==> src/rtl/mem_bridge_pkg.sv <==
// Shared types and constants for the core-to-bus memory bridge.
//   mem_size_t-style funct3 codes (RV32 load/store size/sign encoding)
//   bridge_state_t : bridge FSM states
package mem_bridge_pkg;

  localparam logic [2:0] MEM_B  = 3'd0;
  localparam logic [2:0] MEM_H  = 3'd1;
  localparam logic [2:0] MEM_W  = 3'd2;
  localparam logic [2:0] MEM_BU = 3'd4;
  localparam logic [2:0] MEM_HU = 3'd5;

  typedef enum logic [1:0] {
    IDLE  = 2'd0,
    BUS   = 2'd1,
    DONE  = 2'd2,
    FAULT = 2'd3
  } bridge_state_t;

endpackage

==> src/rtl/mem_bridge_load_align.sv <==
// load_align: picks the addressed byte/halfword out of a bus word and
// sign- or zero-extends it according to the RV32 load funct3.
//   rdata    in  32  raw bus word
//   addr     in  2   byte offset within the word
//   funct3   in  3   load size/sign; unknown codes pass the full word
//   ext_data out 32  aligned, extended result
module load_align
  import mem_bridge_pkg::*;
(
  input  logic [31:0] rdata,
  input  logic [1:0]  addr,
  input  logic [2:0]  funct3,
  output logic [31:0] ext_data
);

  logic [7:0]  b;
  logic [15:0] h;

  always_comb begin
    b = 8'h00;
    case (addr)
      2'd0: b = rdata[7:0];
      2'd1: b = rdata[15:8];
      2'd2: b = rdata[23:16];
      default: b = rdata[31:24];
    endcase
    h = addr[1] ? rdata[31:16] : rdata[15:0];

    case (funct3)
      MEM_B:   ext_data = {{24{b[7]}}, b};
      MEM_H:   ext_data = {{16{h[15]}}, h};
      MEM_BU:  ext_data = {24'h0, b};
      MEM_HU:  ext_data = {16'h0, h};
      default: ext_data = rdata;
    endcase
  end

endmodule

==> src/rtl/mem_bridge.sv <==
// mem_bridge: converts the core's one-cycle mem_rden/mem_wren strobes into a
// valid/ready bus transaction, builds byte enables and lane-replicated store
// data, aligns/extends load data, and returns a one-cycle mem_done (with
// mem_fault on misalignment or bus timeout).
//   clk, rst                     clock, synchronous active-high reset
//   mem_rden/mem_wren            request strobes (both set = write)
//   mem_addr/mem_wdata/funct3    request address, store data, size/sign
//   mem_is_data                  0 = instruction fetch (forced word)
//   mem_rdata/mem_done/mem_fault completion back to the core
//   bus_*                        request side of the memory bus
module mem_bridge
  import mem_bridge_pkg::*;
#(
  parameter int ADDR_W  = 32,
  parameter int TIMEOUT = 255
) (
  input  logic              clk,
  input  logic              rst,
  input  logic              mem_rden,
  input  logic              mem_wren,
  input  logic [ADDR_W-1:0] mem_addr,
  input  logic [31:0]       mem_wdata,
  input  logic [2:0]        mem_funct3,
  input  logic              mem_is_data,
  output logic [31:0]       mem_rdata,
  output logic              mem_done,
  output logic              mem_fault,
  output logic              bus_valid,
  output logic              bus_we,
  output logic [ADDR_W-1:0] bus_addr,
  output logic [31:0]       bus_wdata,
  output logic [3:0]        bus_be,
  input  logic              bus_ready,
  input  logic [31:0]       bus_rdata
);

  localparam int CNT_W = $clog2(TIMEOUT + 1);

  bridge_state_t    state;
  logic [CNT_W-1:0] cnt;
  logic [1:0]       lane_q;
  logic [2:0]       f3_q;

  logic        req;
  logic [2:0]  f3_eff;
  logic        misalign;
  logic [3:0]  be_nxt;
  logic [31:0] wdata_nxt;
  logic [31:0] ld_data;

  assign req    = mem_rden | mem_wren;
  // fetches always move a full word regardless of funct3
  assign f3_eff = mem_is_data ? mem_funct3 : MEM_W;

  // funct3[1:0]: 00 byte, 01 half, anything else is treated as word
  always_comb begin
    misalign  = 1'b0;
    be_nxt    = 4'b1111;
    wdata_nxt = mem_wdata;
    case (f3_eff[1:0])
      2'b00: begin
        be_nxt    = 4'b0001 << mem_addr[1:0];
        wdata_nxt = {4{mem_wdata[7:0]}};
      end
      2'b01: begin
        misalign  = mem_addr[0];
        be_nxt    = 4'b0011 << mem_addr[1:0];
        wdata_nxt = {2{mem_wdata[15:0]}};
      end
      default: misalign = |mem_addr[1:0];
    endcase
    if (!mem_wren) be_nxt = 4'b1111;
  end

  load_align u_load_align (
    .rdata    (bus_rdata),
    .addr     (lane_q),
    .funct3   (f3_q),
    .ext_data (ld_data)
  );

  always_ff @(posedge clk) begin
    if (rst) begin
      state     <= IDLE;
      cnt       <= '0;
      lane_q    <= 2'b00;
      f3_q      <= 3'b000;
      bus_valid <= 1'b0;
      bus_we    <= 1'b0;
      bus_be    <= 4'b0000;
      bus_addr  <= '0;
      bus_wdata <= 32'h0;
      mem_done  <= 1'b0;
      mem_fault <= 1'b0;
      mem_rdata <= 32'h0;
    end else begin
      mem_done  <= 1'b0;
      mem_fault <= 1'b0;
      case (state)
        IDLE: if (req) begin
          lane_q <= mem_addr[1:0];
          f3_q   <= f3_eff;
          if (misalign) begin
            // never touches the bus; report straight back to the core
            state     <= FAULT;
            mem_done  <= 1'b1;
            mem_fault <= 1'b1;
            mem_rdata <= 32'h0;
          end else begin
            state     <= BUS;
            cnt       <= '0;
            bus_valid <= 1'b1;
            bus_we    <= mem_wren;
            bus_addr  <= {mem_addr[ADDR_W-1:2], 2'b00};
            bus_be    <= be_nxt;
            if (mem_wren) bus_wdata <= wdata_nxt;
          end
        end
        BUS: begin
          if (bus_ready) begin
            bus_valid <= 1'b0;
            state     <= DONE;
            mem_done  <= 1'b1;
            if (!bus_we) mem_rdata <= ld_data;
          end else if (cnt == CNT_W'(TIMEOUT)) begin
            bus_valid <= 1'b0;
            state     <= FAULT;
            mem_done  <= 1'b1;
            mem_fault <= 1'b1;
            mem_rdata <= 32'h0;
          end else begin
            cnt <= cnt + CNT_W'(1);
          end
        end
        DONE:    state <= IDLE;
        FAULT:   state <= IDLE;
        default: state <= IDLE;
      endcase
    end
  end

endmodule

==> config.mk <==
export PLATFORM = sky130hd
export DESIGN_NAME = mem_bridge
export DESIGN_NICKNAME = d
export VERILOG_FILES = /design/src/rtl/mem_bridge_pkg.sv /design/src/rtl/mem_bridge_load_align.sv /design/src/rtl/mem_bridge.sv
export SDC_FILE = /design/constraint.sdc
export NUM_CORES = 1
export LEC_CHECK = 0
export ABC_AREA = 1
export CAP_MARGIN = 25
export CORE_UTILIZATION = 40
export DETAILED_ROUTE_END_ITERATION = 6
export PLACE_DENSITY = 0.77
export REMOVE_ABC_BUFFERS = 1
export SKIP_CTS_REPAIR_TIMING = 1
export SLEW_MARGIN = 15
export SYNTH_ARGS = -nofsm -noshare
export SYNTH_HDL_FRONTEND = slang
export SYNTH_SLANG_ARGS = --single-unit
==> constraint.sdc <==
create_clock -name clk -period 1.5 [get_ports clk]
set_input_delay 0.3 -clock clk [delete_from_list [all_inputs] [get_ports clk]]
set_output_delay 0.3 -clock clk [all_outputs]
set_load 0.01 [all_outputs]
==> run_results.csv <==
group,metric,value,unit
outcome,outcome,"finished with violations",
outcome,violations,"negative setup slack",
routing,avgRoutedWirePerCell,15.6,um
sta,fmax,0.598,GHz
sta,finalCritPeriodShare,112,%
synthesis,synth_cell_types,33,
critical_path,crit_buf_inv,2,
sta,period_minus_slack,1.67,ns
floorplanning,start_util,41.4,%
floorplanning,design.core.area,13300,um^2
grt,grtUsageTotal,25.9,%
sta,fin_hold_ws,0.324,ns
synthesis,yosys_warnings,0,
layout,fillers,1040,
floorplanning,die_w,120,um
critical_path,critPathMaxFanout,6,
critical_path,cp-startpoint,"cnt[0]$_SDFFE_PP0P_",
synthesis,yosysSeqAreaShare,42.4,%
place,port_buffers,206,
worst_hold_path,worst_hold_path_type,"in2reg",
sta,tightest_slew,0.671,ns
sta,maxSlewViolCount,0,
critical_path,critPathMaxStageDelay,0.35,ns
sta,hold_viol,0,
routing,vias,6500,
sta,clock_skew,0.00749,ns
layout,drive_above_1_share,19.1,%
cts,cts_inserted_buffers,17,
routing,drc,0,
routing,antenna_left,0,
floorplanning,dieArea,14300,um^2
critical_path,r2r-end,"mem_rdata[20]$_SDFFE_PP0P_",
critical_path,cp_slowest_cell,"dfxtp_2",
routing,drt_pass1_iterations,6,
floorplanning,rows,42,
place,gp_congestion,0.848,
synthesis,synth-seq-cells,117,
cts,clockRootBuffer,"clkbuf_16",
grt,grt_pass1_wl,29400,um
critical_path,critical_path_depth,11,
sta,setup_slack,-0.173,ns
layout,layout_common_cells,"nor2_1 (131), nand2_1 (130), dfxtp_1 (113)",
grt,antenna_found_initial,1,
power_and_ir_drop,p_leak,5.56,nW
place,dpl.hpwl,12600,um
routing,drt_iter0_markers,632,
cts,h-tree-depth,4,
synthesis,avgSynthCellArea,6.87,um^2
critical_path,crit_chain,"ha_4, nand2_4, nor2_4, nand2_2, nand2_2, nand3_2, nor2_4, buf_12, clkbuf_16, nand3_2, a21oi_2",
critical_path,timing.rr.start,"cnt[0]$_SDFFE_PP0P_",
floorplanning,die_y,120,um
layout,final_common_cell,"nor2_1",
grt,grt_pass1_vias,5871,
layout,syn_to_final_growth,73.9,%
place,pre_cts_ws,-0.456,ns
sta,setup_violations,34,
power_and_ir_drop,peakVddDrop,762,uV
cts,cts_tree,"yes",
cts,clkTransAtPathRegs,0.05,ns
routing,viasPerCell,5.20,
layout,fin_util,72.0,%
critical_path,crit_type,"reg2reg",
critical_path,crit_required,1.84,ns
sta,slew-limit-headroom,55.2,%
power_and_ir_drop,p_per_area,1100,nW/um^2
layout,nets,1167,
grt,grt_max_degree,51,
grt,overflow,0,
sta,rsz0062_at_grt,"yes",
cts,clock-sinks,117,
critical_path,r2r_cells,11,
cts,clock_latency,0.42,ns
critical_path,critPathArrivalTime,2.02,ns
critical_path,startpoint_type,"register",
critical_path,rrSetupSlack,-0.17,ns
job,drv_cap,0,
layout,fin_cells,1251,
place,dp.cells,1204,
critical_path,crit_family,"simple AND/OR/NAND/NOR gates",
critical_path,endpoint,"mem_rdata[20]$_SDFFE_PP0P_",
critical_path,cp-end-kind,"register",
cts,clockBufferDepth,2,
synthesis,netlist_instances,805,
synthesis,synth_area,5530,um^2
floorplanning,ios,209,
routing,wl,19500,um
## layer usage
layer	track usage, %	routed length (um)
met5	0	0
met4	8.59	316
met3	8.08	1720
met2	42.4	9600
met1	32.3	7870
## cells in the mapped netlist
cell | n | area, um^2
buf_1 | 1 | 3.75
nor2_4 | 4 | 45.0
dfxtp_1 | 117 | 2340
clkbuf_1 | 28 | 105
nand4_1 | 3 | 18.8
a21oi_1 | 100 | 500
buf_4 | 7 | 52.6
o21ai_2 | 2 | 17.5
nor4_1 | 2 | 12.5
nand2_4 | 2 | 22.5
buf_8 | 1 | 15.0
xor2_1 | 2 | 17.5
nand3_1 | 48 | 240
nor3_4 | 1 | 16.3
a21oi_2 | 4 | 35.0
nand2_1 | 137 | 514
o211ai_1 | 1 | 7.51
nand3_2 | 8 | 80.1
xnor2_1 | 1 | 8.76
nand2_2 | 4 | 25.0
ha_1 | 1 | 12.5
nor3_1 | 3 | 15.0
o22ai_1 | 6 | 37.5
buf_6 | 4 | 45.0
nor2_1 | 158 | 593
o21ai_1 | 1 | 5.00
o21ai_0 | 96 | 480
and2_1 | 2 | 12.5
buf_2 | 11 | 55.1
nor2_2 | 2 | 12.5
inv_2 | 6 | 22.5
conb_1 | 1 | 3.75
inv_1 | 41 | 154
## tightest hold or removal path, cell delays in order
cell	delay, ns
dlymetal6s2s_1	0.15
o21ai_0	0.11
a21oi_1	0.14
## stage by stage
| step | setup TNS, ns | power (W) | area (um^2) |
|---|---|---|---|
| detailed placement | -46.05 | 0.00604 | 8190 |
| floorplan | -70.13 | 0.00458 | 5260 |
| CTS | -15.43 | 0.0103 | 8810 |
| global route | -6.93 | 0.0111 | 9610 |
| finish | -3.43 | 0.0106 | 9610 |
| global placement | -41.64 | 0.00602 | 8190 |
## final cells by class
class	count	area, um^2	share of cell area [%]
repair buffers	288	3250	33.8
multi-input cells	590	2980	31.0
flip-flops and latches	117	2350	24.4
clock buffers	22	464	4.83
well taps	176	220	2.29
inverters	47	188	1.95
clock inverters	10	153	1.59
diodes	1	2.50	0.0260
## state kept, by name (all words and copies together), names as in the netlist
name       cells
mem_done       1
bus_wdata     32
bus_addr      30
bus_we         1
bus_be         4
f3_q           3
state          2
mem_rdata     32
mem_fault      1
cnt            8
lane_q         2
bus_valid      1
## power by group
part / switching [W] / internal [W] / total (W)
Clock: 0.00143 / 0.00285 / 0.00428
Combinational: 0.00142 / 0.00138 / 0.00280
Sequential: 0.000157 / 0.00336 / 0.00352
## worst min-delay path by stage
stage	cells after the start	start	to
6_report	3	mem_addr[0]	bus_be[1]$_SDFFE_PP0P_
5_1_grt	4	mem_addr[0]	lane_q[0]$_SDFFE_PP0P_
4_1_cts	4	rst	mem_rdata[0]$_SDFFE_PP0P_
3_5_place_dp	2	bus_wdata[3]$_SDFFE_PP0P_	bus_wdata[3]$_SDFFE_PP0P_
3_3_place_gp	2	bus_wdata[7]$_SDFFE_PP0P_	bus_wdata[7]$_SDFFE_PP0P_
2_1_floorplan	1	rst	mem_rdata[10]$_SDFFE_PP0P_
## cells by family after synthesis
group	after synthesis	synth area share, %
simple gates	374	29.1
compound gates	210	19.6
flops	117	42.4
buf+inv	99	8.19
xor+xnor	3	0.475
fa+ha+maj	1	0.226
other cells	1	0.0678
(Power assumes the default switching activity.)
